<file path="src/rtl/can_acf_pkg.sv">
// can_acf_pkg: shared state type, sizes and the ID comparator for the acceptance filter
package can_acf_pkg;
  typedef enum logic [1:0] {IDLE, SCAN, WRITE} acf_state_t;
  localparam int MAX_FILTERS = 4;
  localparam int ID_W = 32;
  function automatic logic acf_match(input logic [ID_W-1:0] id, input logic [ID_W-1:0] afmr,
                                     input logic [ID_W-1:0] afir, input logic uaf);
    return uaf & ((id & afmr) == (afir & afmr));
  endfunction
endpackage

</file>
<file path="src/rtl/can_acf_scheduler.sv">
// can_acf_scheduler: latches RX messages and scans one filter per cycle before writing the RX FIFO
module can_acf_scheduler
  import can_acf_pkg::*;
#(
  parameter int NUM_FILTERS = 4,
  parameter int MSG_W = 128
) (
  input  logic                              i_sys_clk,
  input  logic                              i_reset_n,
  input  logic                              i_msg_valid,
  input  logic [MSG_W-1:0]                  i_rx_message,
  input  logic [MAX_FILTERS-1:0]            i_uaf,
  input  logic [MAX_FILTERS-1:0][ID_W-1:0]  i_afmr,
  input  logic [MAX_FILTERS-1:0][ID_W-1:0]  i_afir,
  input  logic                              i_rx_full,
  output logic                              o_rx_w_en,
  output logic [MSG_W-1:0]                  o_rx_fifo_w_data,
  output logic                              o_acfbsy,
  output logic                              o_msg_dropped,
  output logic                              o_rx_overflow,
  output logic                              o_msg_lost
);
  localparam logic [MAX_FILTERS-1:0] EN_MASK = MAX_FILTERS'((1 << NUM_FILTERS) - 1);
  localparam logic [1:0] LAST = 2'((NUM_FILTERS == 0) ? 0 : NUM_FILTERS - 1);
  acf_state_t state_q, state_d;
  logic [1:0] idx_q, idx_d;
  logic [MSG_W-1:0] msg_q, msg_d;
  logic hit;
  assign hit = acf_match(msg_q[MSG_W-1 -: ID_W], i_afmr[idx_q], i_afir[idx_q], i_uaf[idx_q]);
  assign o_rx_fifo_w_data = msg_q;
  assign o_acfbsy = state_q != IDLE;
  assign o_msg_lost = i_msg_valid & (state_q != IDLE);
  // state, filter index and latched message
  always_ff @(posedge i_sys_clk or negedge i_reset_n) begin
    if (!i_reset_n) begin
      state_q <= IDLE;
      idx_q <= '0;
      msg_q <= '0;
    end else begin
      state_q <= state_d;
      idx_q <= idx_d;
      msg_q <= msg_d;
    end
  end
  // next state and status pulses; no enabled filter means accept every message
  always_comb begin
    state_d = state_q;
    idx_d = idx_q;
    msg_d = msg_q;
    o_rx_w_en = 1'b0;
    o_msg_dropped = 1'b0;
    o_rx_overflow = 1'b0;
    case (state_q)
      IDLE: if (i_msg_valid) begin
        msg_d = i_rx_message;
        idx_d = '0;
        state_d = |(i_uaf & EN_MASK) ? SCAN : WRITE;
      end
      SCAN: if (hit) state_d = WRITE;
      else if (idx_q == LAST) begin
        o_msg_dropped = 1'b1;
        state_d = IDLE;
      end else idx_d = idx_q + 2'd1;
      WRITE: begin
        o_rx_w_en = !i_rx_full;
        o_rx_overflow = i_rx_full;
        state_d = IDLE;
      end
      default: state_d = IDLE;
    endcase
  end
endmodule
</file>
<file path="config.mk">
export PLATFORM = sky130hd
export DESIGN_NAME = can_acf_scheduler
export DESIGN_NICKNAME = d
export VERILOG_FILES = /design/src/rtl/can_acf_pkg.sv /design/src/rtl/can_acf_scheduler.sv
export SDC_FILE = /design/constraint.sdc
export NUM_CORES = 1
export LEC_CHECK = 0
export ABC_AREA = 1
export CAP_MARGIN = 25
export CORE_AREA = 3 3 205 207
export CTS_BUF_LIST = sky130_fd_sc_hd__clkbuf_8
export DETAILED_ROUTE_END_ITERATION = 8
export DIE_AREA = 0 0 208 210
export PLACE_DENSITY = 0.53
export SYNTH_ARGS = -nofsm -noshare
export SYNTH_HDL_FRONTEND = slang
export SYNTH_SLANG_ARGS = --single-unit
</file>
<file path="constraint.sdc">
create_clock -name i_sys_clk -period 2 [get_ports i_sys_clk]
set_input_delay 0.2 -clock i_sys_clk [delete_from_list [all_inputs] [get_ports i_sys_clk]]
set_output_delay 0.2 -clock i_sys_clk [all_outputs]
set_load 0.02 [all_outputs]
</file>
======== Yosys cells after proc, flatten, opt, wreduce, memory -nomap -nowiden ========
Index checks and enable logic that the tools add are counted.
storage, ports and cells
  register bits after elaboration ......... 132
  input bits .............................. 392
  output and inout port bits .............. 133
cells by class
  $add $sub $neg .......................... 1
  magnitude comparators ................... 1
  eq/ne operators ......................... 8
  muxes and demuxes ....................... 20
  bitwise gates (word level) .............. 4
  reductions and logical operators ........ 8
operators by type and width
  kind                                                        count
  binary-select mux 32 bit (select 2 bit)                     2
  bitwise AND 32 bit                                          2
  2-to-1 mux 32 bit                                           2
  == test 32 bit                                              1
  2-to-1 mux 2 bit                                            7
  one-hot mux 2 bit (2 select lines)                          2
  2-to-1 mux 1 bit                                            6
  != test 2 bit, second input constant                        3
  == test 2 bit, second input constant                        2
  AND reduction 2 bit                                         2
  AND reduction 4 bit                                         1
  nonzero test 2 bit                                          2
  OR reduction 4 bit                                          1
  less-than comparator 2 x 3 -> 1 bit, second input constant  1
  != test 3 bit, second input constant                        1
  adder 2 x 1 -> 2 bit, second input constant                 1
  bitwise AND 1 bit                                           2
  binary-select mux 1 bit (select 2 bit)                      1
  == test 2 x 1 -> 1 bit, second input constant               1
  zero test 2 bit                                             1
  zero test 1 bit                                             1

======== Logic depth before layout (Yosys ltp) ========
Gate-level depths: netlist (run 1).
  depth after elaboration ................. 7
  depth in mapped cells ................... 19
  gate-level depth less buffers ........... 16

======== Worst setup path before layout (run 1) ========
No wires, ideal clock.
  kind .................................... reg-to-output
  from .................................... register idx_q[0]
  to ...................................... output port o_msg_dropped
  arrival ................................. 1.811 ns
  data required time ...................... 1.800 ns
  slack ................................... -0.011 ns
  cell stages (with the launch flop) ...... 17
  buffers on the path ..................... 3
  cell sequence ........................... dfrtp_1 -> buf_4 -> inv_2 -> buf_6 -> buf_4 -> nand2_1 -> nand2_1 -> nand2_1 -> o21ai_0 -> nand2_1 -> o21ai_0 -> nor2_1 -> nand2_1 -> inv_1 -> nand3_2 -> nand2_1 -> nor2_1
on the way
  longest elaborated chain between the ends .. 7
RTL lines
  element                                  line                     RTL
  start: declaration                       can_acf_scheduler.sv:26  logic [1:0] idx_q, idx_d;
  start signal: assignment                 can_acf_scheduler.sv:41  idx_q <= idx_d;
  binary-select mux 32 bit (select 2 bit)  can_acf_scheduler.sv:29  assign hit = acf_match(msg_q[MSG_W-1 -: ID_W], i_afmr[idx_q], i_afir[idx_q], i_uaf[idx_q]);
  2-to-1 mux 32 bit (implied by the code)  can_acf_scheduler.sv:29
  bitwise AND 32 bit                       can_acf_pkg.sv:8         return uaf & ((id & afmr) == (afir & afmr));
  == test 32 bit                           can_acf_pkg.sv:8
  bitwise AND 1 bit                        can_acf_pkg.sv:8
  2-to-1 mux 1 bit *                       can_acf_scheduler.sv:59  SCAN: if (hit) state_d = WRITE;
  2-to-1 mux 1 bit *                       can_acf_scheduler.sv:53  case (state_q)
  end: declaration                         can_acf_scheduler.sv:19  output logic o_msg_dropped,
Mark *: on every way between the ends. The rest lies on a longest branch, timed or not. The select of a mux whose other input is x is not followed.

======== Final worst setup path (run 1) ========
Same ends and word-level chain as after synthesis.

==> results of run 1 <==
==> cells in the mapped netlist, drive strengths merged <==
cell,count
a21oi,34
a31oi,1
and3,1
buf,37
clkbuf,24
dfrtp,132
ha,1
inv,48
mux2,96
nand2,732
nand3,155
nand3b,1
nand4,8
nor2,90
nor3,1
nor4,1
o211ai,1
o21a,1
o21ai,16
o22ai,1
or2,3
==> per-stage QoR <==
| stage | utilization | worst slack (ns) | total power (W) |
|---|---|---|---|
| 5_1_grt | 0.426 | -0.973 | 0.0273 |
| 6_report | 0.426 | -0.788 | 0.0253 |
| 2_1_floorplan | - | 0.0676 | 0.0134 |
| 3_5_place_dp | 0.407 | -1.09 | 0.0224 |
| 3_3_place_gp | 0.407 | -1.10 | 0.0222 |
| 4_1_cts | 0.421 | -0.880 | 0.0253 |
==> power by group <==
part	internal [W]	total (W)	switching, W
Combinational	0.00867	0.0183	0.00962
Sequential	0.00401	0.00486	0.000846
Clock	0.000965	0.00216	0.00120
Total	0.0137	0.0253	0.0117
==> cell type report <==
class                           count  share of cell area
Timing Repair Buffer              734               0.416
Clock buffer                       17              0.0135
Sequential cell                   132               0.192
Antenna cell                        6            0.000869
Tap cell                          532              0.0385
Multi-Input combinational cell   1143               0.322
Inverter                           48              0.0113
Clock inverter                     13             0.00659
==> state kept, by name, summed over array words and instances (netlist names) <==
name,cells
o_rx_fifo_w_data,128
idx_q,2
state_q,2
==> cells in the final DEF (no fill, tap or decap), drive strengths merged, types with 2 or more instances in the layout <==
cell type	synthesis	routed
a21oi	34	34
buf	37	209
clkbuf	24	18
clkdlybuf4s50	0	518
clkinv	0	6
clkinvlp	0	4
dfrtp	132	132
diode	0	6
dlygate4sd2	0	2
dlymetal6s2s	0	2
inv	48	50
mux2	96	96
nand2	732	732
nand3	155	155
nand4	8	8
nor2	90	90
o21ai	16	16
or2	3	3
==> worst max path at each step <==
stage                          to      from
floorplan           o_msg_dropped  idx_q[0]
global placement    o_msg_dropped  idx_q[0]
detailed placement  o_msg_dropped  idx_q[0]
CTS                 o_msg_dropped  idx_q[0]
global route        o_msg_dropped  idx_q[0]
finish              o_msg_dropped  idx_q[0]
==> worst max-delay path, stage by stage (launching register included) <==
cell,delay (ns)
dfrtp_4,0.49
clkinv_8,0.12
buf_12,0.15
clkbuf_16,0.18
or2_4,0.24
nand3_1,0.07
nand2_1,0.05
nand3_1,0.08
nand2_1,0.09
nor2_4,0.10
nand2_2,0.07
nor2_4,0.13
nand3_2,0.11
nand2_2,0.07
nor2_2,0.04
buf_6,0.13
==> timing repair <==
item / in CTS / in global routing
hold buffers: 1 / 0
setup buffers: 2 / 2
endpoints found under the hold margin: 66 / 0
gates cloned: 2 / 1
setup endpoints to repair: 7 / 7
resized for setup: 59 / 41
pin swaps: 11 / 14
==> logic make-up (layout without fill, tap and decap cells) <==
| family | after synthesis | after routing |
|---|---|---|
| AOI/OAI and AO/OA | 54 | 54 |
| adders and majority gates | 1 | 1 |
| buffers and inverters | 109 | 812 |
| DFF | 132 | 132 |
| muxes | 96 | 96 |
| other | 0 | 6 |
| and+or+nand+nor | 992 | 992 |
==> layer usage <==
| layer | up-vias | GRT usage |
|---|---|---|
| li1 | 5808 | - |
| met1 | 5269 | 0.242 |
| met2 | 449 | 0.381 |
| met3 | 62 | 0.0881 |
| met4 | 18 | 0.0607 |
| met5 | - | 0 |
==> flow_summary.ini, run 1 <==
[logic_synthesis]
synth.yosys.seq_area_share = 0.362
synth_top_area_share = 0.362
muxShareOfSynthArea = 0.118
yosys.area_share.simple = 0.434
synth_top_family_by_area = simple AND/OR/NAND/NOR gates
synthTopCellsByArea = dfrtp_1 (36%), nand2_1 (30%), mux2_2 (12%), nand3_1 (8.4%), nor2_1 (3.7%)
synth_compound_area_frac = 0.0304
ys_types = 27
synth_xor_area_frac = 0
ys_warn_count = 0
synthAdderAreaFrac = 0.00137
synth_area_leader_cell = dfrtp_1
synth_nets = 1777
synth.cell_area_um2 = 9130
synth_area_per_cell_um2 = 6.60
netlist_instances = 1384
ys_seq_elements = 132

[final_layout]
areaGrowthSynthToFinish_pct = 89.3
fillers = 4129
seqCellArea_um2 = 3310
fin_nets = 2469
drive_gt1_frac = 0.192
multiInputGateArea_um2 = 5560
finalInstanceArea_um2 = 17300
instances_no_fill = 2625

[critical_path]
reg2reg_from = idx_q[0]
required_ns = 1.80
r2r_cells = 16
crit_arrival_ns = 2.59
crit_type = reg -> out
r2r-end = state_q[1]
worst-r2r-setup-slack_ns = -0.32
setup.worst_path.end_class = output port
critPathLaunchType = register
critPathMaxFanout = 19

[timing]
finalHoldViolations = 0
worstMarginPinSlew_ns = 0.413
fin_crit_ns = 2.79
setup_viol = 5
clock_skew_ns = 0.0152
slew-limit-headroom = 0.725
fin_crit_sh = 1.39
hold-worst-slack_ns = 0.198
maxSlewViolCount = 0
rsz0062_at_grt = true
clock.fmax_ghz = 0.359
tns_ns = -1.99
fin_ws_ns = -0.788

[placed_design]
gp_congestion = 0.920
dp_hpwl_mm = 39.9
port_buffers = 524
place_area_um2 = 16500
place_inst = 2581

[clock_network]
clk_latency_ns = 0.47
cts_buffer_depth = 2
h-tree-depth = 4
clock_sinks = 132
path_clk_slew_ns = 0.09
cts_root_buffer = clkbuf_8
cts_buffers = 17
cts_tree = yes

[die]
die_w_um = 208
initial_core_util = 0.225
design.core.area_um2 = 40600
ios = 525
die_y_um = 210
rows = 74
die_area_um2 = 43700

[route]
drt_pass1_iterations = 5
vias = 11600
wl_per_cell_um = 18.6
ant_nets = 0
met3_length_mm = 4.67
routed_wl_mm = 48.7
drcViolationCount = 0
wl_met2_mm = 23.9
viasPerCell = 4.42
drtIter0Drc = 556
drt-met1-wl_mm = 19.0
dr.max_layer_used = met5

[grt]
antenna_found_initial = 14
grt_pass1_vias = 12200
grt_max_degree = 67
grt.overflow.total = 0
grt_pass1_wl_mm = 71.8
track_usage = 0.216

[power]
power_density_nw_per_um2 = 1460
p_leak_nw = 8.38
irDropWorstVdd_mv = 1.06

[run]
max-cap-violations = 0

[min_path]
hold_class = in -> async

[status]
violations = setup timing
status = finished, violations left
No activity file was read; power rests on OpenSTA's default activity.
==> inputs of run 2 (changes only) <==
REMOVE_ABC_BUFFERS = 1   (was unset)
==> flow_summary.ini, run 2 (synthesis gave the netlist of run 1 again) <==
[critical_path]
setup.worst_path.end_class = output port
crit_arrival_ns = 2.76
critPathMaxFanout = 36
required_ns = 1.80
crit_type = reg -> out
critPathLaunchType = register

[power]
power_density_nw_per_um2 = 1490
irDropWorstVdd_mv = 1.07
p_leak_nw = 8.48

[run]
max-cap-violations = 0

[placed_design]
gp_congestion = 0.876
dp_hpwl_mm = 40.1
port_buffers = 524

[die]
die_y_um = 210
die_area_um2 = 43700
initial_core_util = 0.225
design.core.area_um2 = 40600
ios = 525
rows = 74
die_w_um = 208

[route]
wl_per_cell_um = 19.0
drcViolationCount = 0
drtIter0Drc = 608
ant_nets = 0
viasPerCell = 4.48
routed_wl_mm = 49.9
vias = 11800
drt_pass1_iterations = 5

[grt]
antenna_found_initial = 5
grtUsageMet3 = 0.0923
grt_util_met1 = 0.243
grt_max_degree = 45
grt-busiest-layer = met2
use_met2 = 0.387
grt_pass1_vias = 12100
grt_pass1_wl_mm = 73.2
track_usage = 0.222
grt.overflow.total = 0

[timing]
tns_ns = -3.72
hold-worst-slack_ns = 0.126
slew-limit-headroom = 0.638
maxSlewViolCount = 0
rsz0062_at_grt = true
fin_ws_ns = -0.960
fin_crit_ns = 2.96
finalHoldViolations = 0
worstMarginPinSlew_ns = 0.539
fin_crit_sh = 1.48
setup_viol = 7
clock.fmax_ghz = 0.338
clock_skew_ns = 0.0108

[min_path]
hold_class = in -> async

[final_layout]
drive_gt1_frac = 0.191
layout.cells.most_common = nand2_1
areaGrowthSynthToFinish_pct = 90.9
fin_nets = 2476
most-common-layout-cells = nand2_1 (703), clkdlybuf4s50_1 (518), buf_4 (182)
largest_reg_flops = 128
fillers = 4134

[clock_network]
h-tree-depth = 4
cts_root_buffer = clkbuf_8
cts_buffers = 17
cts_tree = yes
path_clk_slew_ns = 0.08
clock_sinks = 132
cts_buffer_depth = 2
clk_latency_ns = 0.50

[status]
violations = setup timing
status = finished, violations left
==> run 2: layout make-up <==
type,instances,area (um2),area share
multi-input combinational,1143,5520,0.317
clock inverter,11,126,0.00725
timing repair buffer,741,7340,0.421
inverter,48,188,0.0108
antenna,3,7.51,0.000431
tap,532,666,0.0382
sequential,132,3310,0.190
clock buffer,20,275,0.0158
==> run 2: report_power, final <==
| group | switching (W) | internal, W | leakage (nW) |
|---|---|---|---|
| combinational | 0.00985 | 0.00891 | 6.75 |
| clock | 0.00123 | 0.00121 | 0.205 |
| sequential | 0.000800 | 0.00401 | 1.52 |
| total | 0.0119 | 0.0141 | 8.48 |
==> run 2: stage by stage <==
step / utilization / total power, W / cells / setup WS (ns) / area [um2]
after global routing: 0.430 / 0.0280 / 2627 / -1.14 / 17400
final: 0.430 / 0.0260 / 2630 / -0.960 / 17400
after CTS: 0.426 / 0.0261 / 2625 / -0.935 / 17300
after floorplan: - / 0.0132 / 1323 / -3.23 / 8810
after detailed placement: 0.405 / 0.0225 / 2569 / -1.11 / 16400
after global placement: 0.405 / 0.0223 / 2569 / -1.11 / 16400
==> run 2: worst paths after layout <==
| kind | from | to | slack (ns) | cells after the start |
|---|---|---|---|---|
| max reg2reg | idx_q[0] | idx_q[0] | -0.69 | 16 |
| max in group asynchronous | i_reset_n | o_rx_fifo_w_data[30] | 1.23 | 3 |
| max | idx_q[0] | o_msg_dropped | -0.96 | 14 |
| min reg2reg | o_rx_fifo_w_data[84] | o_rx_fifo_w_data[84] | 0.51 | 1 |
| min in group i_sys_clk | i_rx_message[106] | o_rx_fifo_w_data[106] | 0.27 | 3 |
| min | i_reset_n | o_rx_fifo_w_data[29] | 0.13 | 2 |
==> run 2: layer usage <==
| metal | share of wire | vias to the layer above | wire length, um |
|---|---|---|---|
| met5 | 0.0012 | - | 59 |
| li1 | - | 5824 | - |
| met1 | 0.38 | 5448 | 19100 |
| met2 | 0.49 | 436 | 24400 |
| met3 | 0.093 | 68 | 4650 |
| met4 | 0.034 | 10 | 1680 |
==> run 2: worst max-delay path, cell delays in order, from the launching register on <==
cell     delay [ns]
dfrtp_4        0.53
buf_6          0.16
buf_12         0.16
or2_2          0.32
nand3_1        0.07
nand2_1        0.07
nand4_1        0.07
nand2_1        0.09
nor2_1         0.15
nand2_1        0.11
nor2_2         0.10
nand3_2        0.11
nand2_1        0.08
nor2_1         0.04
buf_4          0.16
==> run 2: timing repair <==
item / CTS / global route
buffers inserted: 21 / 2
hold buffers: 1 / 0
resized for setup: 62 / 27
setup endpoints to repair: 7 / 11
hold endpoints to repair: 132 / 0
pin swaps: 26 / 18
gates cloned: 5 / 1
